**config.mk**
```make
export PLATFORM = sky130hd
export DESIGN_NAME = alu_muldiv_flat
export DESIGN_NICKNAME = d
export VERILOG_FILES = /design/src/rtl/alu_pkg.sv /design/src/rtl/alu_muldiv_if.sv /design/src/rtl/alu_iter_core.sv /design/src/rtl/alu_muldiv.sv /design/src/flat_wrapper.sv
export SDC_FILE = /design/constraint.sdc
export NUM_CORES = 1
export LEC_CHECK = 0
export ABC_AREA = 1
export BUFFER_PORTS_ARGS = -buffer_cell sky130_fd_sc_hd__buf_2
export CAP_MARGIN = 20
export CORE_MARGIN = 2
export CORE_UTILIZATION = 30
export DETAILED_ROUTE_END_ITERATION = 16
export GPL_TIMING_DRIVEN = 1
export HOLD_SLACK_MARGIN = 0.15
export SKIP_CTS_REPAIR_TIMING = 1
export SKIP_LAST_GASP = 1
export SLEW_MARGIN = 20
export SYNTH_ARGS = -nofsm -noshare
export SYNTH_HDL_FRONTEND = slang
export SYNTH_SLANG_ARGS = --single-unit
```
**constraint.sdc**
```tcl
create_clock -name clk_i -period 5.97 [get_ports clk_i]
set_input_delay 1.194 -clock clk_i [delete_from_list [all_inputs] [get_ports clk_i]]
set_output_delay 1.194 -clock clk_i [all_outputs]
set_load 0.02 [all_outputs]
```
**src/rtl/alu_pkg.sv**
```systemverilog
// rtl/alu_pkg.sv - shared op codes, FSM states and iterative-core modes for alu_muldiv
//
// Purpose: op-code constants (4-bit encoding kept from the single-cycle ALU),
//          top-level FSM state enum and iterative datapath mode enum.
// Ports:   none (package).
package alu_pkg;

  localparam logic [3:0] ALU_AND   = 4'b0000;
  localparam logic [3:0] ALU_OR    = 4'b0001;
  localparam logic [3:0] ALU_ADD   = 4'b0010;
  localparam logic [3:0] ALU_SUB   = 4'b0110;
  localparam logic [3:0] ALU_SLT   = 4'b0111;
  localparam logic [3:0] ALU_MULTU = 4'b1000;
  localparam logic [3:0] ALU_DIVU  = 4'b1010;

  typedef enum logic [0:0] {
    IDLE = 1'b0,
    BUSY = 1'b1
  } alu_state_e;

  typedef enum logic {
    MODE_MUL = 1'b0,
    MODE_DIV = 1'b1
  } iter_mode_e;

  // Ops that run through the multi-cycle core instead of the 1-cycle path.
  function automatic logic is_iter_op(input logic [3:0] op);
    return (op == ALU_MULTU) || (op == ALU_DIVU);
  endfunction

endpackage

```
**src/rtl/alu_muldiv_if.sv**
```systemverilog
// rtl/alu_muldiv_if.sv - request/response bundle between the EX stage and alu_muldiv
//
// Purpose: groups the handshake, operand and result signals of alu_muldiv.
// Optional: ALU_OVF_EN adds overflow_o.
// Signals:
//   valid_i/ready_o   request handshake (accept on valid_i & ready_o)
//   ctrl_i            4-bit op code
//   src1_i/src2_i     operands A/B
//   flush_i           abort in-flight iterative op / block acceptance
//   valid_o           one-cycle result strobe
//   result_o/hi_o     LO result and HI register
//   zero_o            src1_i == src2_i of the op that produced valid_o
//   overflow_o        signed ADD/SUB overflow (ALU_OVF_EN only)
// Modports: master drives requests, slave is the ALU.
interface alu_muldiv_if #(
  parameter int WIDTH = 32
);

  logic             valid_i;
  logic             ready_o;
  logic [3:0]       ctrl_i;
  logic [WIDTH-1:0] src1_i;
  logic [WIDTH-1:0] src2_i;
  logic             flush_i;
  logic             valid_o;
  logic [WIDTH-1:0] result_o;
  logic [WIDTH-1:0] hi_o;
  logic             zero_o;
`ifdef ALU_OVF_EN
  logic             overflow_o;
`endif

  modport master (
    output valid_i, ctrl_i, src1_i, src2_i, flush_i,
    input  ready_o, valid_o, result_o, hi_o, zero_o
`ifdef ALU_OVF_EN
    , input overflow_o
`endif
  );

  modport slave (
    input  valid_i, ctrl_i, src1_i, src2_i, flush_i,
    output ready_o, valid_o, result_o, hi_o, zero_o
`ifdef ALU_OVF_EN
    , output overflow_o
`endif
  );

endinterface

```
**src/rtl/alu_iter_core.sv**
```systemverilog
// rtl/alu_iter_core.sv - iterative unsigned shift-add multiplier / restoring divider
//
// Purpose: WIDTH-iteration MULTU/DIVU datapath; one iteration per clock.
// Ports:
//   i_clk, i_rst     clock, synchronous active-high reset
//   i_flush          abort the running operation
//   i_start          load operands and start (counter <= WIDTH-1)
//   i_mode           MODE_MUL or MODE_DIV
//   i_a, i_b         operands
//   o_done           high in the cycle whose closing edge performs the last iteration
//   o_hi, o_lo       value of HI/LO after the iteration of the current cycle
//                    (final product/remainder and quotient when o_done is high)
module alu_iter_core
  import alu_pkg::*;
#(
  parameter int WIDTH = 32,
  parameter int CNT_W = $clog2(WIDTH)
) (
  input  logic             i_clk,
  input  logic             i_rst,
  input  logic             i_flush,
  input  logic             i_start,
  input  iter_mode_e       i_mode,
  input  logic [WIDTH-1:0] i_a,
  input  logic [WIDTH-1:0] i_b,
  output logic             o_done,
  output logic [WIDTH-1:0] o_hi,
  output logic [WIDTH-1:0] o_lo
);

  // r_acc: product high half (mul) / partial remainder (div)
  // r_sh : multiplier shifting out, product low half shifting in (mul)
  //        dividend shifting out, quotient shifting in (div)
  // r_opd: multiplicand (mul) / divisor (div)
  logic             r_busy;
  iter_mode_e       r_mode;
  logic [CNT_W-1:0] r_cnt;
  logic [WIDTH-1:0] r_acc;
  logic [WIDTH-1:0] r_sh;
  logic [WIDTH-1:0] r_opd;

  logic [WIDTH:0]   w_mul_sum;
  logic [WIDTH:0]   w_div_shift;
  logic [WIDTH-1:0] w_div_rem_sub;
  logic             w_div_ge;
  logic [WIDTH-1:0] w_next_acc;
  logic [WIDTH-1:0] w_next_sh;

  // Shift-add: add multiplicand when the current multiplier bit is set, then
  // shift the 2*WIDTH+1 bit {carry, acc, sh} right by one.
  assign w_mul_sum = {1'b0, r_acc} + (r_sh[0] ? {1'b0, r_opd} : '0);

  // Restoring division: bring the next dividend bit into the remainder and
  // keep the trial difference only when it does not go negative. The partial
  // remainder is always < divisor, so the difference fits in WIDTH bits.
  assign w_div_shift   = {r_acc, r_sh[WIDTH-1]};
  assign w_div_ge      = (w_div_shift >= {1'b0, r_opd});
  assign w_div_rem_sub = w_div_shift[WIDTH-1:0] - r_opd;

  always_comb begin
    w_next_acc = r_acc;
    w_next_sh  = r_sh;
    if (r_mode == MODE_MUL) begin
      w_next_acc = w_mul_sum[WIDTH:1];
      w_next_sh  = {w_mul_sum[0], r_sh[WIDTH-1:1]};
    end else begin
      w_next_acc = w_div_ge ? w_div_rem_sub : w_div_shift[WIDTH-1:0];
      w_next_sh  = {r_sh[WIDTH-2:0], w_div_ge};
    end
  end

  assign o_done = r_busy && (r_cnt == '0);
  assign o_hi   = w_next_acc;
  assign o_lo   = w_next_sh;

  always_ff @(posedge i_clk) begin
    if (i_rst) begin
      r_busy <= 1'b0;
      r_mode <= MODE_MUL;
      r_cnt  <= '0;
      r_acc  <= '0;
      r_sh   <= '0;
      r_opd  <= '0;
    end else if (i_flush) begin
      r_busy <= 1'b0;
    end else if (i_start) begin
      r_busy <= 1'b1;
      r_mode <= i_mode;
      r_cnt  <= CNT_W'(WIDTH - 1);
      r_acc  <= '0;
      r_sh   <= (i_mode == MODE_MUL) ? i_b : i_a;
      r_opd  <= (i_mode == MODE_MUL) ? i_a : i_b;
    end else if (r_busy) begin
      r_acc <= w_next_acc;
      r_sh  <= w_next_sh;
      if (r_cnt == '0) begin
        r_busy <= 1'b0;
      end else begin
        r_cnt <= r_cnt - 1'b1;
      end
    end
  end

endmodule

```
**src/rtl/alu_muldiv.sv**
```systemverilog
// rtl/alu_muldiv.sv - handshaked EX-stage ALU with iterative MULTU/DIVU
//
// Purpose: 1-cycle ADD/SUB/AND/OR/SLT plus WIDTH-cycle MULTU/DIVU writing HI/LO.
// Optional: define ALU_OVF_EN to add overflow_o (signed ADD/SUB overflow).
// Ports:
//   clk_i   clock (rising edge)
//   rst_i   synchronous active-high reset
//   bus     alu_muldiv_if.slave: valid_i/ready_o, ctrl_i, src1_i, src2_i,
//           flush_i, valid_o, result_o, hi_o, zero_o[, overflow_o]
module alu_muldiv
  import alu_pkg::*;
#(
  parameter int WIDTH = 32,
  parameter int CNT_W = $clog2(WIDTH)
) (
  input  logic        clk_i,
  input  logic        rst_i,
  alu_muldiv_if.slave bus
);

  alu_state_e       r_state;
  logic             r_valid;
  logic [WIDTH-1:0] r_result;
  logic [WIDTH-1:0] r_hi;
  logic             r_zero;
  logic             r_zero_pend;
`ifdef ALU_OVF_EN
  logic             r_ovf;
  logic             w_ovf;
`endif

  logic [WIDTH-1:0] w_sum;
  logic [WIDTH-1:0] w_diff;
  logic [WIDTH-1:0] w_single;
  logic             w_slt;
  logic             w_eq;
  logic             w_iter;
  logic             w_accept;
  logic             w_start;
  logic             w_core_done;
  logic [WIDTH-1:0] w_core_hi;
  logic [WIDTH-1:0] w_core_lo;

  assign w_sum    = bus.src1_i + bus.src2_i;
  assign w_diff   = bus.src1_i - bus.src2_i;
  assign w_slt    = $signed(bus.src1_i) < $signed(bus.src2_i);
  assign w_eq     = (bus.src1_i == bus.src2_i);
  assign w_iter   = is_iter_op(bus.ctrl_i);
  // flush_i blocks acceptance even with valid_i high.
  assign w_accept = bus.valid_i && (r_state == IDLE) && !bus.flush_i;
  assign w_start  = w_accept && w_iter;

  always_comb begin
    w_single = '0;
    case (bus.ctrl_i)
      ALU_ADD: w_single = w_sum;
      ALU_SUB: w_single = w_diff;
      ALU_AND: w_single = bus.src1_i & bus.src2_i;
      ALU_OR:  w_single = bus.src1_i | bus.src2_i;
      ALU_SLT: w_single = {{(WIDTH-1){1'b0}}, w_slt};
      default: w_single = '0;
    endcase
  end

`ifdef ALU_OVF_EN
  always_comb begin
    w_ovf = 1'b0;
    if (bus.ctrl_i == ALU_ADD) begin
      w_ovf = (bus.src1_i[WIDTH-1] == bus.src2_i[WIDTH-1]) &&
              (w_sum[WIDTH-1] != bus.src1_i[WIDTH-1]);
    end else if (bus.ctrl_i == ALU_SUB) begin
      w_ovf = (bus.src1_i[WIDTH-1] != bus.src2_i[WIDTH-1]) &&
              (w_diff[WIDTH-1] != bus.src1_i[WIDTH-1]);
    end
  end
`endif

  alu_iter_core #(
    .WIDTH (WIDTH),
    .CNT_W (CNT_W)
  ) u_core (
    .i_clk   (clk_i),
    .i_rst   (rst_i),
    .i_flush (bus.flush_i),
    .i_start (w_start),
    .i_mode  ((bus.ctrl_i == ALU_DIVU) ? MODE_DIV : MODE_MUL),
    .i_a     (bus.src1_i),
    .i_b     (bus.src2_i),
    .o_done  (w_core_done),
    .o_hi    (w_core_hi),
    .o_lo    (w_core_lo)
  );

  always_ff @(posedge clk_i) begin
    if (rst_i) begin
      r_state     <= IDLE;
      r_valid     <= 1'b0;
      r_result    <= '0;
      r_hi        <= '0;
      r_zero      <= 1'b0;
      r_zero_pend <= 1'b0;
`ifdef ALU_OVF_EN
      r_ovf       <= 1'b0;
`endif
    end else begin
      r_valid <= 1'b0;
      case (r_state)
        IDLE: begin
          if (w_accept) begin
            if (w_iter) begin
              // zero_o must track the op that strobes valid_o, so hold the
              // comparison until the iterative op completes.
              r_state     <= BUSY;
              r_zero_pend <= w_eq;
            end else begin
              r_valid  <= 1'b1;
              r_result <= w_single;
              r_zero   <= w_eq;
`ifdef ALU_OVF_EN
              r_ovf    <= w_ovf;
`endif
            end
          end
        end
        BUSY: begin
          if (bus.flush_i) begin
            r_state <= IDLE;
          end else if (w_core_done) begin
            r_state  <= IDLE;
            r_valid  <= 1'b1;
            r_result <= w_core_lo;
            r_hi     <= w_core_hi;
            r_zero   <= r_zero_pend;
`ifdef ALU_OVF_EN
            r_ovf    <= 1'b0;
`endif
          end
        end
        default: r_state <= IDLE;
      endcase
    end
  end

  assign bus.ready_o  = (r_state == IDLE);
  assign bus.valid_o  = r_valid;
  assign bus.result_o = r_result;
  assign bus.hi_o     = r_hi;
  assign bus.zero_o   = r_zero;
`ifdef ALU_OVF_EN
  assign bus.overflow_o = r_ovf;
`endif

endmodule

```
**src/flat_wrapper.sv**
```systemverilog
// flat-port wrapper written by rule: the top's interface ports become plain ports
module alu_muldiv_flat import alu_pkg::*;
#(
  parameter int WIDTH = 32,
  parameter int CNT_W = $clog2(WIDTH)
)
  (clk_i, rst_i, bus_valid_i, bus_ctrl_i, bus_src1_i, bus_src2_i, bus_flush_i, bus_ready_o, bus_valid_o, bus_result_o, bus_hi_o, bus_zero_o);
  alu_muldiv_if #(.WIDTH(WIDTH)) bus_i ();
  input  logic clk_i;
  input  logic rst_i;
  input wire logic [$bits(bus_i.valid_i)-1:0] bus_valid_i;
  input wire logic [$bits(bus_i.ctrl_i)-1:0] bus_ctrl_i;
  input wire logic [$bits(bus_i.src1_i)-1:0] bus_src1_i;
  input wire logic [$bits(bus_i.src2_i)-1:0] bus_src2_i;
  input wire logic [$bits(bus_i.flush_i)-1:0] bus_flush_i;
  output wire logic [$bits(bus_i.ready_o)-1:0] bus_ready_o;
  output wire logic [$bits(bus_i.valid_o)-1:0] bus_valid_o;
  output wire logic [$bits(bus_i.result_o)-1:0] bus_result_o;
  output wire logic [$bits(bus_i.hi_o)-1:0] bus_hi_o;
  output wire logic [$bits(bus_i.zero_o)-1:0] bus_zero_o;
  assign bus_i.valid_i = bus_valid_i;
  assign bus_i.ctrl_i = bus_ctrl_i;
  assign bus_i.src1_i = bus_src1_i;
  assign bus_i.src2_i = bus_src2_i;
  assign bus_i.flush_i = bus_flush_i;
  assign bus_ready_o = bus_i.ready_o;
  assign bus_valid_o = bus_i.valid_o;
  assign bus_result_o = bus_i.result_o;
  assign bus_hi_o = bus_i.hi_o;
  assign bus_zero_o = bus_i.zero_o;
  alu_muldiv #(.WIDTH(WIDTH), .CNT_W(CNT_W)) u_core (.clk_i(clk_i), .rst_i(rst_i), .bus(bus_i));
endmodule
```
# Word-level counts from Yosys, hierarchy flattened
# Cells that the tools add are included.
# word_totals
reg_bits	171
input_bits	72
output_inout_bits	67
elab_cells	89
# op_classes
n_addsub	5
n_lt_le_gt_ge	2
eq_ne	12
mux	38
bitwise_logic	4
n_reduce_logical	16
# ops
operator	n
32-bit 2-to-1 mux	14
32-bit one-hot mux with 5 select lines	1
32-bit one-hot mux with 2 select lines	1
32-bit subtractor	2
32-bit by 33-bit adder with 33-bit output	1
33-bit by 32-bit greater-or-equal comparator with 1-bit output	1
32-bit adder	1
32-bit AND	1
32-bit equality test	1
32-bit less-than comparator	1
32-bit OR	1
1-bit 2-to-1 mux	16
5-bit 2-to-1 mux	3
3-bit AND reduction	3
4-bit by 3-bit equality test with 1-bit output (second input constant)	2
4-bit equality test (second input constant)	2
2-bit inequality test (second input constant)	4
1-bit one-hot mux with 2 select lines	3
5-bit zero test	1
5-bit by 1-bit subtractor with 5-bit output (second input constant)	1
4-bit by 1-bit equality test with 1-bit output (second input constant)	1
4-bit by 2-bit equality test with 1-bit output (second input constant)	1
1-bit logical AND	4
4-bit zero test	1
other kinds (8)	10

# Longest topological paths before layout
# depth
depth_word	6
ltp_mapped	20
depth_no_buf	20

# Cells and area by module
# Synthesis repeated with hierarchy kept, for this count alone.
# hier_totals
hier_cells	3577
hier_area_um2	20218.1
# by_module_without_submodules
module	instances	cells_per_inst	area_each_um2	seq_area_each_um2
alu_iter_core	1	1942	10940.5	2062.0
alu_muldiv	1	1635	9277.6	1361.3

# Worst setup path before layout
# Ideal clock, no wire load.
# synth_timing
path_type	input-to-reg
start	input bus_src2_i[22]
end	register u_core.r_result[0], in the netlist u_core.bus.result_o[0]
setup_time_ns	0.109
arrival_ns	2.782
t_required_ns	5.861
path_slack_ns	3.079
stages	17
n_path_buf	1
cell_sequence	inv_1 ha_1 buf_2 nor2_1 inv_1 nor3_1 nand2_1 nor2_1 nand2_1 nand2_1 nand2_1 nand3_1 nand2_1 nand2_1 nand3_1 nand2_1 inv_1
# synth_via
elab_chain_cells	5
# synth_lines
item	line	text
from (decl)	flat_wrapper.sv:14	input wire logic [$bits(bus_i.src2_i)-1:0] bus_src2_i;
32-bit less-than comparator	alu_muldiv.sv:46	assign w_slt = $signed(bus.src1_i) < $signed(bus.src2_i);
32-bit one-hot mux with 5 select lines	alu_muldiv.sv:55	case (bus.ctrl_i)
32-bit 2-to-1 mux	alu_muldiv.sv:110	if (w_iter) begin
32-bit 2-to-1 mux	alu_muldiv.sv:109	if (w_accept) begin
32-bit one-hot mux with 2 select lines	alu_muldiv.sv:107	case (r_state)
to (signal assigned)	alu_muldiv.sv:117	r_result <= w_single;
to (signal assigned)	alu_muldiv.sv:131	r_result <= w_core_lo;
to (decl)	alu_muldiv.sv:23	logic [WIDTH-1:0] r_result;
# Every way passes these cells. The select of a mux whose other input is x is not followed.
# A chain may end at the register's enable or synchronous reset.

# Worst setup path in the final report
# layout_timing
start	input bus_ctrl_i[0]
end	register u_core.u_core.r_acc[11]
# layout_via
elab_chain_cells	5
word_cells_on_any_way	7
classes_between	eq/ne (2); mux (1); reduce/logical (4)
# layout_lines
item	line	text
from (decl)	flat_wrapper.sv:12	input wire logic [$bits(bus_i.ctrl_i)-1:0] bus_ctrl_i;
4-bit equality test	alu_pkg.sv:28	return (op == ALU_MULTU) || (op == ALU_DIVU);
1-bit logical OR *	alu_pkg.sv:28	
1-bit logical AND *	alu_muldiv.sv:51	assign w_start = w_accept && w_iter;
2-bit nonzero test (no line)	n/a	
2-bit AND reduction (no line)	n/a	
to (signal assigned)	alu_iter_core.sv:94	r_acc <= w_next_acc;
to (decl)	alu_iter_core.sv:38	logic [WIDTH-1:0] r_acc;
# Mark *: on every way between the ends. The rest lies on a longest branch, timed or not.

==> flow_summary.json <==
{
  "outcome": "finished, final reports clean",
  "numCtsBuffers": 17,
  "nets": 3671,
  "fp.dieH_um": 258,
  "io_pins": 139,
  "fin_skew_ns": 0.00963,
  "dp_hpwl_mm": 63.8,
  "yosys_warnings": 0,
  "fmax_mhz": 269,
  "maxCapViolations": 0,
  "worstMarginPinSlew_ns": 1.09,
  "via_per_inst": 5.12,
  "wl_per_cell_um": 18.5,
  "io_buffers": 138,
  "initialDrtViolationCount": 1960,
  "power.density_nw_per_um2": 158,
  "dp_slack_ns": 1.79,
  "synth.avg_cell_area_um2": 5.72,
  "power_mw": 3.35,
  "grt_pass1_wl_mm": 120,
  "crit_slowest_cell": "inv_2",
  "drc_errors": 0,
  "fin_ws_ns": 2.25,
  "syn_area_um2": 19300,
  "ys_seq_area_share_pct": 17.7,
  "arrival_ns": 4.12,
  "dp_cells": 4245,
  "antenna_cells": 0,
  "cts-root-buf": "clkbuf_16",
  "yosys_register_bits": 171,
  "dieWidth_um": 258,
  "start_util_pct": 30.5,
  "syn_inst": 3374,
  "synth_nets": 3627,
  "worstPathCellList": "buf_2 > inv_1 > nand2_1 > nor2_4 > buf_4 > inv_2 > nand3_1 > buf_4 > inv_2 > nand3_1 > a21oi_1",
  "fin_crit_sh_pct": 62.3,
  "leakage_nw": 11.1,
  "clock_path_buffers": 2,
  "setup_viol": 0,
  "area_growth_pct": 10.0,
  "synth_edf_count": 0,
  "grt_start_max_net_pins": 65,
  "drtAntennaViolNets": 0,
  "clk_pin_slew_ns": 0.07,
  "final_common_cell": "nand2_1",
  "vias": 21900,
  "relSlewSlack_pct": 27.2,
  "endpoint_kind": "register",
  "critPathTopFamily": "buffers and inverters",
  "async_reset_ff_share_pct": 0,
  "crit_path_start_kind": "input port",
  "gr-total-overflow": 0,
  "place.gp.congestion": 0.969,
  "insertion_delay_ns": 0.48,
  "die_area_um2": 66400,
  "cts_tree": "yes",
  "drive_gt1_share_pct": 7.58,
  "setup-tns-final_ns": 0,
  "cp_max_fo": 42,
  "instances_no_fill": 4277,
  "ir_drop_mv": 0.158,
  "grt_pass1_vias": 20800,
  "gr-usage-all-layers_pct": 23.2,
  "criticalPathCategory": "input port to register",
  "grt_setup_unrepaired": "no",
  "finalMaxSlewViolations": 0,
  "cpPeakStageDelay_ns": 0.69,
  "wl_mm": 79.1,
  "hold_viol": 0,
  "row_count": 92,
  "core-area_um2": 63300,
  "ys_types": 46,
  "synthFlopType": "dfxtp_1",
  "critPathBufInv": 6,
  "antenna_found_initial": 0,
  "required_ns": 6.37,
  "hold_class": "register to register",
  "final.min_clock_period_ns": 3.72,
  "dr.pass1.iters": 6,
  "clkSinkCount": 171,
  "layout_common_cells": "nand2_1 (959), inv_1 (545), nor2_1 (312), nand3_1 (265), a21oi_1 (245)",
  "cts_htree_levels": 4
}
[synthesized netlist by cell type (all sizes together) (3+ instances only)]
cell,n,area share [%]
nor3,31,0.86
o2111ai,9,0.41
mux2i,17,0.88
or2,3,0.097
a21boi,7,0.27
a31oi,13,0.42
inv,557,11
xor2,11,0.50
clkbuf,73,1.4
a311oi,25,1.1
nand4,52,1.7
nand2,969,19
o21bai,12,0.47
fa,4,0.41
nor4,3,0.13
nand3,297,8.5
buf,59,1.6
xnor2,13,0.59
a21oi,251,6.6
dfxtp,171,18
o221ai,6,0.27
o211ai,24,0.93
o22ai,10,0.32
ha,177,11
nand3b,18,0.74
and2,4,0.13
o21ai,238,6.2
nor2,315,6.2
[through the flow]
| stage | area (µm²) | utilization (%) | hold slack [ns] |
|---|---|---|---|
| global route | 21200 | 33.5 | 0.484 |
| global placement | 20700 | 32.6 | 0.448 |
| CTS | 21200 | 33.5 | 0.464 |
| floorplan | 19300 | - | 0.432 |
| finish | 21200 | 33.5 | 0.462 |
| detailed placement | 20700 | 32.6 | 0.454 |
[area by class of cell]
class,count,area (µm²)
multi-input cells,2512,13200
flip-flops and latches,171,3430
inverters,559,2100
clock inverters,10,106
clock buffers,22,474
fillers,7303,42100
well taps,846,1060
repair buffers,157,833
[power breakdown]
part           internal [mW]  leakage, nW  total, mW  switching, mW
Sequential              1.16         1.38       1.19         0.0231
Clock                  0.614        0.272       1.15          0.536
Combinational          0.277         9.43       1.01          0.737
Total                   2.05         11.1       3.35           1.30
[state kept, by name (all words and copies together), names as in the netlist, 5 cells and up]
| register | count |
|---|---|
| u_core.bus.hi_o | 32 |
| u_core.u_core.r_opd | 32 |
| u_core.u_core.r_cnt | 5 |
| u_core.u_core.r_acc | 32 |
| u_core.u_core.r_sh | 32 |
| u_core.bus.result_o | 32 |
[logic make-up (layout without fill, tap and decap cells)]
family,after synthesis,after routing,share of synthesized area [%]
flip-flops,171,171,17.7
adder cells (fa/ha/maj),181,181,11.9
buffers and inverters,691,748,13.9
XOR/XNOR,24,24,1.09
AO/OA/AOI/OAI,597,597,17.1
AND/OR/NAND/NOR,1693,1693,37.4
multiplexers,17,17,0.882
[per-layer routing]
metal | wire [µm] | share of wire, % | up-vias | track usage [%]
li1 | - | - | 10900 | -
met4 | 3600 | 4.6 | 0 | 10.2
met2 | 36700 | 46 | 759 | 39.8
met5 | 0 | 0 | - | 0
met1 | 34500 | 44 | 10100 | 29.5
met3 | 4330 | 5.5 | 149 | 2.19
[final timing paths]
check | start | to | slack, ns | depth (start not counted)
setup / recovery | bus_ctrl_i[0] | u_core.u_core.r_acc[11]$_SDFFE_PP0P_ | 2.25 | 11
hold / removal | u_core.u_core.r_cnt[0]$_SDFFE_PP0P_ | u_core.u_core.r_cnt[0]$_SDFFE_PP0P_ | 0.46 | 1
setup reg to reg | u_core.r_state$_SDFF_PP0_ | u_core.u_core.r_acc[11]$_SDFFE_PP0P_ | 2.55 | 10
hold reg to reg | u_core.u_core.r_cnt[0]$_SDFFE_PP0P_ | u_core.u_core.r_cnt[0]$_SDFFE_PP0P_ | 0.46 | 1
Power figures use the tool's default switching activity.
